--- config.mk ---
export PLATFORM = sky130hd
export DESIGN_NAME = program_loader_flat
export DESIGN_NICKNAME = d
export VERILOG_FILES = /design/src/rtl/program_loader_pkg.sv /design/src/rtl/program_loader_if.sv /design/src/rtl/program_loader_byte_to_word_packer.sv /design/src/rtl/program_loader.sv /design/src/flat_wrapper.sv
export SDC_FILE = /design/constraint.sdc
export NUM_CORES = 1
export LEC_CHECK = 0
export ABC_AREA = 1
export CAP_MARGIN = 20
export CORE_UTILIZATION = 45
export CTS_CLUSTER_SIZE = 40
export DETAILED_ROUTE_END_ITERATION = 12
export PLACE_DENSITY = 0.73
export REMOVE_ABC_BUFFERS = 1
export SYNTH_ARGS = -nofsm -noshare
export SYNTH_HDL_FRONTEND = slang
export SYNTH_SLANG_ARGS = --single-unit
export TNS_END_PERCENT = 20
--- constraint.sdc ---
create_clock -name clk_i -period 4.53 [get_ports clk_i]
set_clock_uncertainty 0.2 [all_clocks]
set_input_delay 1.1325 -clock clk_i [delete_from_list [all_inputs] [get_ports clk_i]]
set_output_delay 1.1325 -clock clk_i [all_outputs]
set_load 0.02 [all_outputs]
--- src/rtl/program_loader_pkg.sv ---
// Shared types and constants for the program loader.
package program_loader_pkg;

  localparam int IMEM_DEPTH = 256;
  localparam int DMEM_BYTES = 32;
  localparam int IMEM_AW    = 8;
  localparam int DMEM_AW    = 5;

  localparam logic [7:0] HDR_BYTE = 8'hA5;

  typedef enum logic [2:0] {
    IDLE,
    HDR_N,
    HDR_M,
    IMEM,
    DMEM,
    CHK,
    RUN,
    ERR
  } state_t;

endpackage

--- src/rtl/program_loader_if.sv ---
// Host byte stream, memory write ports and status of the program loader.
// The slave modport is the loader; the master modport is the host/CPU side.
interface program_loader_if;
  import program_loader_pkg::*;

  logic                s_valid_i;
  logic [7:0]          s_data_i;
  logic                s_ready_o;
  logic                imem_we_o;
  logic [IMEM_AW-1:0]  imem_addr_o;
  logic [31:0]         imem_data_o;
  logic                dmem_we_o;
  logic [DMEM_AW-1:0]  dmem_addr_o;
  logic [7:0]          dmem_data_o;
  logic                cpu_rst_o;
  logic                start_o;
  logic                done_o;
  logic                err_o;

  modport master (
    output s_valid_i, s_data_i,
    input  s_ready_o, imem_we_o, imem_addr_o, imem_data_o,
           dmem_we_o, dmem_addr_o, dmem_data_o,
           cpu_rst_o, start_o, done_o, err_o
  );

  modport slave (
    input  s_valid_i, s_data_i,
    output s_ready_o, imem_we_o, imem_addr_o, imem_data_o,
           dmem_we_o, dmem_addr_o, dmem_data_o,
           cpu_rst_o, start_o, done_o, err_o
  );

endinterface

--- src/rtl/program_loader_byte_to_word_packer.sv ---
// Assembles four bytes, least significant first, into a 32-bit word.
// word/word_done are valid in the cycle the fourth byte is presented.
module byte_to_word_packer (
  input  logic        clk_i,
  input  logic        rst_i,
  input  logic        clr,
  input  logic        in_valid,
  input  logic [7:0]  in_byte,
  output logic [31:0] word,
  output logic        word_done
);

  logic [1:0]  byte_cnt;
  logic [23:0] low_bytes;

  // Completed word combines the current byte with the three already held.
  always_comb begin
    word_done = in_valid && (byte_cnt == 2'd3);
    word      = {in_byte, low_bytes};
  end

  // Byte counter and shift register; new bytes enter at the top so the
  // first byte ends up in the least significant position.
  always_ff @(posedge clk_i or negedge rst_i) begin
    if (!rst_i) begin
      byte_cnt  <= '0;
      low_bytes <= '0;
    end else if (clr) begin
      byte_cnt  <= '0;
      low_bytes <= '0;
    end else if (in_valid) begin
      byte_cnt  <= byte_cnt + 2'd1;
      low_bytes <= {in_byte, low_bytes[23:8]};
    end
  end

endmodule

--- src/rtl/program_loader.sv ---
// Framed image loader: header, instruction words, data bytes, checksum,
// then releases the CPU. RUN and ERR are left only through reset.
//
// state | meaning
// IDLE  | hunting for the frame start marker
// HDR_N | next byte is the instruction word count
// HDR_M | next byte is the data byte count
// IMEM  | receiving instruction word bytes
// DMEM  | receiving data bytes
// CHK   | next byte is the checksum
// RUN   | load good, CPU released and started
// ERR   | load aborted
module program_loader
  import program_loader_pkg::*;
(
  input  logic             clk_i,
  input  logic             rst_i,
  program_loader_if.slave  bus
);

  state_t       state, state_nxt;
  logic         ready_en;
  logic         ready;
  logic         accept;
  logic         pack_in;
  logic         word_done;
  logic [31:0]  word;
  logic [7:0]   n_q;
  logic [5:0]   m_q;
  logic [7:0]   csum;
  logic [7:0]   word_idx;
  logic [5:0]   dmem_idx;
  logic         m_over;

  assign accept  = bus.s_valid_i & ready;
  assign pack_in = accept && (state == IMEM);
  assign m_over  = bus.s_data_i > 8'(DMEM_BYTES);

  byte_to_word_packer u_packer (
    .clk_i     (clk_i),
    .rst_i     (rst_i),
    .clr       (state == IDLE),
    .in_valid  (pack_in),
    .in_byte   (bus.s_data_i),
    .word      (word),
    .word_done (word_done)
  );

  // State register.
  always_ff @(posedge clk_i or negedge rst_i) begin
    if (!rst_i) state <= IDLE;
    else        state <= state_nxt;
  end

  // Next-state decode; only an accepted byte moves the frame forward.
  always_comb begin
    state_nxt = state;
    case (state)
      IDLE:  if (accept && bus.s_data_i == HDR_BYTE) state_nxt = HDR_N;
      HDR_N: if (accept) state_nxt = HDR_M;
      HDR_M: begin
        if (accept) begin
          if (m_over)                     state_nxt = ERR;
          else if (n_q != '0)             state_nxt = IMEM;
          else if (bus.s_data_i != 8'd0)  state_nxt = DMEM;
          else                            state_nxt = CHK;
        end
      end
      IMEM: begin
        if (pack_in && word_done && word_idx == n_q - 8'd1)
          state_nxt = (m_q != '0) ? DMEM : CHK;
      end
      DMEM:  if (accept && dmem_idx == m_q - 6'd1) state_nxt = CHK;
      CHK:   if (accept) state_nxt = (bus.s_data_i == csum) ? RUN : ERR;
      default: state_nxt = state;
    endcase
  end

  // Status outputs decoded from state; ready stays low until the first
  // clock edge after reset is released.
  always_comb begin
    ready         = ready_en && (state != RUN) && (state != ERR);
    bus.s_ready_o = ready;
    bus.cpu_rst_o = (state == RUN);
    bus.start_o   = (state == RUN);
    bus.done_o    = (state == RUN);
    bus.err_o     = (state == ERR);
  end

  // Ready enable.
  always_ff @(posedge clk_i or negedge rst_i) begin
    if (!rst_i) ready_en <= 1'b0;
    else        ready_en <= 1'b1;
  end

  // Frame counters and running checksum; N seeds the checksum.
  always_ff @(posedge clk_i or negedge rst_i) begin
    if (!rst_i) begin
      n_q      <= '0;
      m_q      <= '0;
      csum     <= '0;
      word_idx <= '0;
      dmem_idx <= '0;
    end else if (state == IDLE) begin
      csum     <= '0;
      word_idx <= '0;
      dmem_idx <= '0;
    end else if (accept) begin
      case (state)
        HDR_N: begin
          n_q  <= bus.s_data_i;
          csum <= bus.s_data_i;
        end
        HDR_M: begin
          m_q  <= bus.s_data_i[5:0];
          csum <= csum ^ bus.s_data_i;
        end
        IMEM: begin
          csum <= csum ^ bus.s_data_i;
          if (word_done) word_idx <= word_idx + 8'd1;
        end
        DMEM: begin
          csum     <= csum ^ bus.s_data_i;
          dmem_idx <= dmem_idx + 6'd1;
        end
        default: ;
      endcase
    end
  end

  // Registered memory write ports; address/data hold between strobes.
  always_ff @(posedge clk_i or negedge rst_i) begin
    if (!rst_i) begin
      bus.imem_we_o   <= 1'b0;
      bus.imem_addr_o <= '0;
      bus.imem_data_o <= '0;
      bus.dmem_we_o   <= 1'b0;
      bus.dmem_addr_o <= '0;
      bus.dmem_data_o <= '0;
    end else begin
      bus.imem_we_o <= pack_in && word_done;
      if (pack_in && word_done) begin
        bus.imem_addr_o <= word_idx;
        bus.imem_data_o <= word;
      end
      bus.dmem_we_o <= accept && (state == DMEM);
      if (accept && (state == DMEM)) begin
        bus.dmem_addr_o <= dmem_idx[4:0];
        bus.dmem_data_o <= bus.s_data_i;
      end
    end
  end

endmodule
--- src/flat_wrapper.sv ---
// flat-port wrapper written by rule: the top's interface ports become plain ports
module program_loader_flat import program_loader_pkg::*;
  (clk_i, rst_i, bus_s_valid_i, bus_s_data_i, bus_s_ready_o, bus_imem_we_o, bus_imem_addr_o, bus_imem_data_o, bus_dmem_we_o, bus_dmem_addr_o, bus_dmem_data_o, bus_cpu_rst_o, bus_start_o, bus_done_o, bus_err_o);
  program_loader_if bus_i ();
  input  logic clk_i;
  input  logic rst_i;
  input wire logic [$bits(bus_i.s_valid_i)-1:0] bus_s_valid_i;
  input wire logic [$bits(bus_i.s_data_i)-1:0] bus_s_data_i;
  output wire logic [$bits(bus_i.s_ready_o)-1:0] bus_s_ready_o;
  output wire logic [$bits(bus_i.imem_we_o)-1:0] bus_imem_we_o;
  output wire logic [$bits(bus_i.imem_addr_o)-1:0] bus_imem_addr_o;
  output wire logic [$bits(bus_i.imem_data_o)-1:0] bus_imem_data_o;
  output wire logic [$bits(bus_i.dmem_we_o)-1:0] bus_dmem_we_o;
  output wire logic [$bits(bus_i.dmem_addr_o)-1:0] bus_dmem_addr_o;
  output wire logic [$bits(bus_i.dmem_data_o)-1:0] bus_dmem_data_o;
  output wire logic [$bits(bus_i.cpu_rst_o)-1:0] bus_cpu_rst_o;
  output wire logic [$bits(bus_i.start_o)-1:0] bus_start_o;
  output wire logic [$bits(bus_i.done_o)-1:0] bus_done_o;
  output wire logic [$bits(bus_i.err_o)-1:0] bus_err_o;
  assign bus_i.s_valid_i = bus_s_valid_i;
  assign bus_i.s_data_i = bus_s_data_i;
  assign bus_s_ready_o = bus_i.s_ready_o;
  assign bus_imem_we_o = bus_i.imem_we_o;
  assign bus_imem_addr_o = bus_i.imem_addr_o;
  assign bus_imem_data_o = bus_i.imem_data_o;
  assign bus_dmem_we_o = bus_i.dmem_we_o;
  assign bus_dmem_addr_o = bus_i.dmem_addr_o;
  assign bus_dmem_data_o = bus_i.dmem_data_o;
  assign bus_cpu_rst_o = bus_i.cpu_rst_o;
  assign bus_start_o = bus_i.start_o;
  assign bus_done_o = bus_i.done_o;
  assign bus_err_o = bus_i.err_o;
  program_loader u_core (.clk_i(clk_i), .rst_i(rst_i), .bus(bus_i));
endmodule
==> impl_metrics.ini, run 1 <==
[layout]
postLayoutCoreUtil_pct = 57.49
syn_to_final_growth_pct = 25.01
fillCellCount = 1048
fin_nets = 743
layout-drive-gt1-share_pct = 6.504
num_antenna_cells = 0
seq_area_um2 = 3028
total_area_of_multi_input_combinational_cells_um2 = 2051

[floorplanning]
pin_count = 71
floorplan.core_area_um2 = 12010
row_count = 40
die_width_um = 112.8
die_h_um = 112.8
initial_core_util_pct = 45.99
design.die.area_um2 = 12720

[flow_run]
timing.max_cap.violations = 0

[critical_path]
worst-path-buf-inv = 3
worstSetupStartpointType = input port
critPathCapture = u_core.word_idx[5]$_DFFE_PN0P_
worst_setup_path_end_kind = flop
worst_r2r_startpoint = u_core.state[2]$_DFFE_PN0P_
worstPathMaxFanout = 44
timing.critical_path.max_delay_family = simple AND/OR/NAND/NOR gates
crit_path_start = bus_s_valid_i
r2r_setup_slack_ns = 1.65
critPathArrivalTime_ns = 3.52
critical_path.most_common_cell = sky130_fd_sc_hd__nand2_1
critical_path.cell_chain = clkdlybuf4s50_1, nand3_2, nor2_4, nand2_2, buf_4, inv_2, nand2_1, nor3_2, nand2_1, nor2_1, nor3_1
rr_worst_depth = 11
worst-setup-path-type = in2reg
slowest_library_cell_on_the_worst_path = sky130_fd_sc_hd__nor2_4
critical_path_cell_count = 11
critical_path.reg2reg.endpoint = u_core.word_idx[5]$_DFFE_PN0P_
critical_path_required_ns = 4.62
critical_path.max_stage_delay_ns = 0.50

[global_route]
globalRouteOverflowTotal = 0
first_global_vias = 4539
global_route_wire_length_before_repair_mm = 21.76
grt_antenna_before_repair = 0
globalRouteTotalUtil_pct = 21.69
grt_max_degree = 122

[logic_synthesis]
yosys_most_used_dff = sky130_fd_sc_hd__dfrtp_1
yosys_register_bits = 121
yosysSeqAreaShare_pct = 54.81
post_synthesis_cell_area_um2 = 5524
synth.top_cell.area_share_pct = 54.81
postSynthCellCount = 658
yosys_warnings = 0
avgSynthCellArea_um2 = 8.395
synth_cell_type_count = 32
synth-async-reset-ratio_pct = 100.0
synth_top_cells_by_count = sky130_fd_sc_hd__nand2_1, sky130_fd_sc_hd__dfrtp_1, sky130_fd_sc_hd__inv_1
yosys.area.top_type = sky130_fd_sc_hd__dfrtp_1
synth_enable_flop_cells = 0
post_synth_main_area_contributors = sky130_fd_sc_hd__dfrtp_1, sky130_fd_sc_hd__nand2_1, sky130_fd_sc_hd__o21ai_0, sky130_fd_sc_hd__inv_1, sky130_fd_sc_hd__nor2_1
post-synth-top-count-cell = sky130_fd_sc_hd__nand2_1

[sta]
finalCriticalPeriod_ns = 3.432
post-route-worst-setup-slack_ns = 1.098
fmax_mhz = 291.3
tns_ns = 0
slew_headroom_pct = 25.20
rsz_0062_raised_after_global_routing = no
finalHoldViolCount = 0
fin_crit_sh_pct = 75.77
worst_slew_pin_slew_ns = 1.113
slew_violations = 0
setup-violations-final = 0

[cts]
clock_tree.buffer_depth = 2
h-tree-depth = 4
clk_pin_slew_worst_paths_ns = 0.06
tritoncts = built
clock_sink_count = 121
numCtsBuffers = 17
cts_resized = 0
ctsRootBufferMaster = sky130_fd_sc_hd__clkbuf_16
cts_hold_buffers_added = 0
clock_latency_ns = 0.41
post_cts_buffers = 0

[route]
via_count = 4585
vias_per_cell = 5.181
totalWireLength_mm = 12.66
avgRoutedWirePerCell_um = 14.31
route.detailed.drc = 0
antenna_left = 0
dr.first_iter.drc_count = 362
drtPass1Iterations = 5

[worst_hold_path]
worst_hold_startpoint = u_core.bus.dmem_addr_o[3]$_DFFE_PN0P_
worst_hold_path_type = reg2reg

[power_and_ir_drop]
power_mw = 3.658
vdd_ir_drop_max_mv = 0.2879
power_leakage_nw = 3.322
power-per-cell-area_nw_per_um2 = 529.7

[outcome]
run_status = completed

[placed_design]
io_buffer_count = 70
dp_hpwl_mm = 8.635
pre_cts_ws_ns = 0.7059
place_congestion = 0.8638
-- worst min-delay path by stage --
stage	end	slack [ns]	cells after the start
floorplan	u_core.u_packer.byte_cnt[0]$_DFFE_PN0P_	0.25	1
global route	u_core.u_packer.low_bytes[8]$_DFFE_PN0P_	0.32	2
CTS	u_core.u_packer.byte_cnt[0]$_DFFE_PN0P_	0.28	1
global placement	u_core.bus.dmem_addr_o[3]$_DFFE_PN0P_	0.27	2
finish	u_core.bus.dmem_addr_o[3]$_DFFE_PN0P_	0.28	2
detailed placement	u_core.bus.dmem_addr_o[3]$_DFFE_PN0P_	0.27	2
-- per-stage QoR --
step | hold WS, ns | instances | cell area [um2]
2_1_floorplan | 0.2498 | 633 | 5409
3_3_place_gp | 0.2667 | 853 | 6326
3_5_place_dp | 0.2719 | 853 | 6326
4_1_cts | 0.2840 | 885 | 6905
5_1_grt | 0.3160 | 885 | 6905
6_report | 0.2816 | 885 | 6905
-- placed cells by master (no fill, tap or decap), types with 2 or more instances in the layout --
cell                              count
sky130_fd_sc_hd__inv_6                5
sky130_fd_sc_hd__nor3_2               2
sky130_fd_sc_hd__a21oi_1             16
sky130_fd_sc_hd__buf_4                3
sky130_fd_sc_hd__nand2_1            175
sky130_fd_sc_hd__dfrtp_1            121
sky130_fd_sc_hd__o21ai_1             14
sky130_fd_sc_hd__nor2_2               2
sky130_fd_sc_hd__nand4_1              4
sky130_fd_sc_hd__a22oi_1             16
sky130_fd_sc_hd__clkdlybuf4s50_1     69
sky130_fd_sc_hd__clkinv_4             4
sky130_fd_sc_hd__nand3_1             33
sky130_fd_sc_hd__o21ai_0             66
sky130_fd_sc_hd__xor2_1               7
sky130_fd_sc_hd__nor3_1               9
sky130_fd_sc_hd__nor2_1              45
sky130_fd_sc_hd__inv_2                5
sky130_fd_sc_hd__o22ai_1              9
sky130_fd_sc_hd__inv_1               83
sky130_fd_sc_hd__ha_1                 7
sky130_fd_sc_hd__clkinvlp_4           2
sky130_fd_sc_hd__xnor2_1              8
sky130_fd_sc_hd__clkbuf_16           17
-- sequential cells by signal, indices dropped and copies added (netlist names) --
register / flops
u_core.state: 3
u_core.bus.dmem_addr_o: 5
u_core.m_q: 6
u_core.n_q: 8
u_core.bus.dmem_we_o: 1
u_core.bus.imem_data_o: 32
u_core.dmem_idx: 6
u_core.bus.imem_we_o: 1
u_core.bus.imem_addr_o: 8
u_core.u_packer.byte_cnt: 2
u_core.bus.dmem_data_o: 8
u_core.csum: 8
u_core.u_packer.low_bytes: 24
u_core.word_idx: 8
u_core.ready_en: 1
-- per-layer routing --
metal	global-route usage (%)	vias up	part of all wire [%]
li1	-	2247	-
met1	28.97	2185	47
met2	34.94	131	48
met3	4.499	22	4.2
met4	8.178	0	1.6
met5	0	-	0
-- worst reg2reg max path: cells and delay by family (launching register included) --
kind	cells	cell delay, ns
buffers and inverters	2	0.52
flip-flops	1	0.47
AND/OR/NAND/NOR	9	1.58
-- report_power, final --
group / internal, mW / switching [mW] / leakage [nW]
sequential: 1.22 / 0.116 / 1.64
combinational: 0.330 / 0.685 / 1.40
clock: 0.782 / 0.521 / 0.280
-- cells by family after synthesis --
family / after synthesis / synth area share [%]
fa+ha+maj: 7 / 1.585
xor+xnor: 15 / 2.378
compound gates: 125 / 12.44
buf+inv: 113 / 8.063
simple gates: 276 / 20.66
other cells: 1 / 0.06789
flops: 121 / 54.81
-- cell type report --
| class | count | area share [%] |
|---|---|---|
| inverters | 88 | 4.783 |
| multi-input cells | 424 | 29.70 |
| well taps | 147 | 2.664 |
| clock inverters | 14 | 2.029 |
| clock buffers | 18 | 6.360 |
| repair buffers | 73 | 10.62 |
| flip-flops and latches | 121 | 43.85 |
No activity file was read; power rests on OpenSTA's default activity.
==> run 2, diff against run 1 <==
--- a/config.mk
+++ b/config.mk
@@ -10,7 +10,7 @@
 export CORE_UTILIZATION = 45
 export CTS_CLUSTER_SIZE = 40
 export DETAILED_ROUTE_END_ITERATION = 12
-export PLACE_DENSITY = 0.73
+export PLACE_DENSITY = 0.76
 export REMOVE_ABC_BUFFERS = 1
 export SYNTH_ARGS = -nofsm -noshare
 export SYNTH_HDL_FRONTEND = slang
==> constraint.sdc (replaced) <==
create_clock -name clk_i -period 3.14 [get_ports clk_i]
set_clock_uncertainty 0.2 [all_clocks]
set_input_delay 0.785 -clock clk_i [delete_from_list [all_inputs] [get_ports clk_i]]
set_output_delay 0.785 -clock clk_i [all_outputs]
set_load 0.02 [all_outputs]
==> impl_metrics.ini, run 2 (synthesized netlist as in run 1, its figures left out) <==
[route]
drtPass1Iterations = 9
route.detailed.drc = 1
avgRoutedWirePerCell_um = 14.66
antenna_left = 0
via_count = 4700
dr.first_iter.drc_count = 368
vias_per_cell = 5.234
totalWireLength_mm = 13.16

[sta]
finalCriticalPeriod_ns = 2.802
setup-violations-final = 0
slew_headroom_pct = 62.23
fmax_mhz = 356.8
slew_violations = 0
rsz_0062_raised_after_global_routing = no
finalHoldWorstSlack_ns = 0.1612
finalHoldViolCount = 0
fin_crit_sh_pct = 89.25
tns_ns = 0
worst_slew_pin_slew_ns = 0.5651

[floorplanning]
floorplan.core_area_um2 = 12010
pin_count = 71
design.die.area_um2 = 12720
die_width_um = 112.8
row_count = 40
initial_core_util_pct = 45.99
die_h_um = 112.8

[placed_design]
dp_hpwl_mm = 8.976
io_buffer_count = 70
place_congestion = 0.8800
placed_cell_area_um2 = 6424
dp.cells = 866

[power_and_ir_drop]
power_mw = 5.378
power_frac_seq_pct = 35.8
p_comb_share_pct = 28.1
power_switching_share_pct = 34.81
clock_power_share_pct = 36.1
p_switching_mw = 1.872
intPower_mw = 3.506
power-per-cell-area_nw_per_um2 = 765.8
power_leakage_nw = 3.393
vdd_ir_drop_max_mv = 0.3837

[layout]
num_antenna_cells = 0
largest_register_ffs = 32
commonest_non_fill_non_tap_cell_in_the_layout = sky130_fd_sc_hd__nand2_1
biggestRegsByFlops = u_core.bus.imem_data_o x32, u_core.u_packer.low_bytes x24
fillCellCount = 992
layout-drive-gt1-share_pct = 7.989
layout.cells.non_filler = 898
fin_nets = 756
most-common-layout-cells = sky130_fd_sc_hd__nand2_1, sky130_fd_sc_hd__dfrtp_1, sky130_fd_sc_hd__inv_1
register_with_the_highest_flop_count = u_core.bus.imem_data_o
design_area_um2 = 7022
syn_to_final_growth_pct = 27.11

[cts]
numCtsBuffers = 17
ctsRootBufferMaster = sky130_fd_sc_hd__clkbuf_16
tritoncts = built
clock_tree.buffer_depth = 2
clock_latency_ns = 0.41
clock_sink_count = 121
h-tree-depth = 4
post_cts_buffers = 0
cts_hold_buffers_added = 0
clk_pin_slew_worst_paths_ns = 0.06
cts_resized = 0

[global_route]
top_usage_layer = met2
first_global_vias = 4720
use_met3_pct = 6.749
global_route_wire_length_before_repair_mm = 22.58
grt_max_degree = 56
globalRouteTotalUtil_pct = 22.62
grtUsageMet1_pct = 29.30
grt_antenna_before_repair = 0
globalRouteOverflowTotal = 0
global_route.usage.met2_pct = 35.23

[flow_run]
timing.max_cap.violations = 0

[outcome]
run_status = complete, but fails checks
violations_in_the_final_reports = DRC

[worst_hold_path]
worst_hold_path_type = in2async

[critical_path]
critical_path.cell_chain = nand2_1, nor2_1, clkdlybuf4s50_1
slowest_library_cell_on_the_worst_path = sky130_fd_sc_hd__clkdlybuf4s50_1
worst_setup_path_end_kind = primary output
worstPathMaxFanout = 7
worst-setup-path-type = reg2out
critical_path.max_stage_delay_ns = 0.63
worstSetupStartpointType = flop
critPathArrivalTime_ns = 1.82
critical_path_required_ns = 2.15
timing.critical_path.max_delay_family = buffers and inverters
worst-path-buf-inv = 1
-- run 2: metrics by stage --
stage / worst slack, ns / utilization, %
finish: 0.3377 / 58.46
floorplan: 0.1291 / -
detailed placement: 0.2156 / 53.48
global placement: 0.2972 / 53.48
CTS: 0.3031 / 58.46
global route: 0.1943 / 58.46
-- run 2: layer usage --
metal / share of wire [%] / up-vias
met5: 0 / -
met4: 2.4 / 0
met3: 6.2 / 29
met2: 48 / 174
met1: 44 / 2231
li1: - / 2266
-- run 2: power by group through the flow --
stage	logic [mW]	clock network, mW	registers (mW)
2_1_floorplan	0.952	0	1.97
3_3_place_gp	1.43	0	1.94
3_5_place_dp	1.48	0	1.95
4_1_cts	1.50	1.96	1.92
5_1_grt	1.72	2.04	1.95
6_report	1.51	1.94	1.93
-- run 2: layout make-up --
class	instances	area, um2	share of cell area [%]
clock inverter	12	141.4	2.014
sequential	121	3028	43.12
timing repair buffer	86	830.8	11.83
clock buffer	20	456.7	6.504
multi-input combinational	424	2051	29.21
inverter	88	330.3	4.704
tap	147	183.9	2.619
-- run 2: path summary, 6_finish.rpt --
check | end | depth (start not counted) | slack, ns | from
worst min register to register | u_core.bus.imem_addr_o[7]$_DFFE_PN0P_ | 2 | 0.28 | u_core.bus.imem_addr_o[7]$_DFFE_PN0P_
worst max-delay path | bus_done_o | 3 | 0.34 | u_core.state[2]$_DFFE_PN0P_
min in group clk_i | u_core.bus.imem_addr_o[7]$_DFFE_PN0P_ | 2 | 0.28 | u_core.bus.imem_addr_o[7]$_DFFE_PN0P_
worst max register to register | u_core.csum[2]$_DFFE_PN0P_ | 8 | 0.64 | u_core.state[0]$_DFFE_PN0P_
max in group asynchronous | u_core.bus.imem_data_o[13]$_DFFE_PN0P_ | 2 | 1.83 | rst_i
worst min-delay path | u_core.bus.imem_addr_o[1]$_DFFE_PN0P_ | 1 | 0.16 | rst_i
==> run 3, diff against run 2 <==
--- a/config.mk
+++ b/config.mk
@@ -10,6 +10,7 @@
 export CORE_UTILIZATION = 45
 export CTS_CLUSTER_SIZE = 40
 export DETAILED_ROUTE_END_ITERATION = 12
+export MAX_ROUTING_LAYER = met4
 export PLACE_DENSITY = 0.76
 export REMOVE_ABC_BUFFERS = 1
 export SYNTH_ARGS = -nofsm -noshare
==> impl_metrics.ini, run 3 (synthesized netlist as in run 1, its figures left out) <==
[sta]
worst_slew_pin_slew_ns = 0.6087
fin_crit_sh_pct = 90.75
finalCriticalPeriod_ns = 2.850
rsz_0062_raised_after_global_routing = no
slew_violations = 0
tns_ns = 0
fmax_mhz = 350.9
slew_headroom_pct = 59.32
post-route-worst-setup-slack_ns = 0.2903
finalHoldViolCount = 0
finalHoldWorstSlack_ns = 0.1552
setup-violations-final = 0

[layout]
postLayoutCoreUtil_pct = 58.83
fin_nets = 757
register_with_the_highest_flop_count = u_core.bus.imem_data_o
commonest_non_fill_non_tap_cell_in_the_layout = sky130_fd_sc_hd__nand2_1
design_area_um2 = 7067
biggestRegsByFlops = u_core.bus.imem_data_o x32, u_core.u_packer.low_bytes x24
syn_to_final_growth_pct = 27.93
largest_register_ffs = 32
layout.cells.non_filler = 899
layout-drive-gt1-share_pct = 8.112
num_antenna_cells = 0
most-common-layout-cells = sky130_fd_sc_hd__nand2_1, sky130_fd_sc_hd__dfrtp_1, sky130_fd_sc_hd__inv_1
fillCellCount = 1014

[cts]
tritoncts = built
clk_pin_slew_worst_paths_ns = 0.06
cts_resized = 0
clock_tree.buffer_depth = 2
cts_hold_buffers_added = 0
h-tree-depth = 4
clock_sink_count = 121
numCtsBuffers = 17
ctsRootBufferMaster = sky130_fd_sc_hd__clkbuf_16
clock_latency_ns = 0.42
post_cts_buffers = 0

[placed_design]
place_congestion = 0.8758
io_buffer_count = 70
dp.cells = 867
placed_cell_area_um2 = 6431
dp_hpwl_mm = 9.024
pre_cts_ws_ns = 0.2228

[floorplanning]
design.die.area_um2 = 12720
row_count = 40
pin_count = 71
initial_core_util_pct = 45.99
floorplan.core_area_um2 = 12010
die_width_um = 112.8
die_h_um = 112.8

[critical_path]
worst-setup-path-type = reg2out
worst_setup_path_end_kind = primary output
worstSetupStartpointType = flop
critPathArrivalTime_ns = 1.86
worstPathMaxFanout = 7
critical_path_required_ns = 2.15
rr_worst_depth = 6
r2r_setup_slack_ns = 0.59

[power_and_ir_drop]
power_mw = 5.514
power-per-cell-area_nw_per_um2 = 780.3
intPower_mw = 3.632
power_switching_share_pct = 34.14
power_frac_seq_pct = 34.9
clock_power_share_pct = 37.9
power_leakage_nw = 3.415
p_comb_share_pct = 27.2
vdd_ir_drop_max_mv = 0.3953
p_switching_mw = 1.883

[global_route]
globalRouteTotalUtil_pct = 22.75
first_global_vias = 4538
grt_max_degree = 46
globalRouteOverflowTotal = 0
global_route_wire_length_before_repair_mm = 21.84
grt_antenna_before_repair = 0

[flow_run]
timing.max_cap.violations = 0

[worst_hold_path]
worst_hold_path_type = in2async

[route]
totalWireLength_mm = 13.00
via_count = 4720
vias_per_cell = 5.250
route.detailed.drc = 0
antenna_left = 0
drtPass1Iterations = 7
avgRoutedWirePerCell_um = 14.46
dr.first_iter.drc_count = 241

[outcome]
run_status = completed
## run 3: power groups by stage
stage,Combinational (mW),Sequential (mW),Clock [mW]
floorplan,0.952,1.97,0
CTS,1.49,1.92,2.11
global route,1.69,1.95,2.19
detailed placement,1.47,1.95,0
finish,1.50,1.93,2.09
global placement,1.43,1.94,0
## run 3: worst max-delay path, cell delays in order, from the launching register on
cell and delay [ns]:
sky130_fd_sc_hd__dfrtp_1 0.49, sky130_fd_sc_hd__nand2_1 0.16, sky130_fd_sc_hd__nor2_1 0.17, sky130_fd_sc_hd__clkdlybuf4s50_1 0.63
## run 3: path summary, 6_finish.rpt
path / start / endpoint
max: u_core.state[2]$_DFFE_PN0P_ / bus_done_o
max reg2reg: u_core.state[0]$_DFFE_PN0P_ / u_core.u_packer.byte_cnt[0]$_DFFE_PN0P_
min in group clk_i: u_core.bus.imem_addr_o[5]$_DFFE_PN0P_ / u_core.bus.imem_addr_o[5]$_DFFE_PN0P_
max in group asynchronous: rst_i / u_core.dmem_idx[1]$_DFFE_PN0P_
min reg2reg: u_core.bus.imem_addr_o[5]$_DFFE_PN0P_ / u_core.bus.imem_addr_o[5]$_DFFE_PN0P_
min: rst_i / u_core.bus.imem_data_o[12]$_DFFE_PN0P_
## run 3: layer usage
layer	vias up	share of wire, %	GRT usage, %
li1	2270	-	-
met1	2270	46	29.33
met2	155	47	34.86
met3	25	5.1	4.713
met4	0	2.2	10.04
met5	-	0	-
## run 3: final cells by class
class / count / area, um2 / share of cell area (%)
Sequential cell: 121 / 3028 / 42.85
Multi-Input combinational cell: 424 / 2051 / 29.02
Timing Repair Buffer: 87 / 838.3 / 11.86
Clock buffer: 19 / 442.9 / 6.268
Inverter: 88 / 330.3 / 4.674
Clock inverter: 13 / 192.7 / 2.727
Tap cell: 147 / 183.9 / 2.603
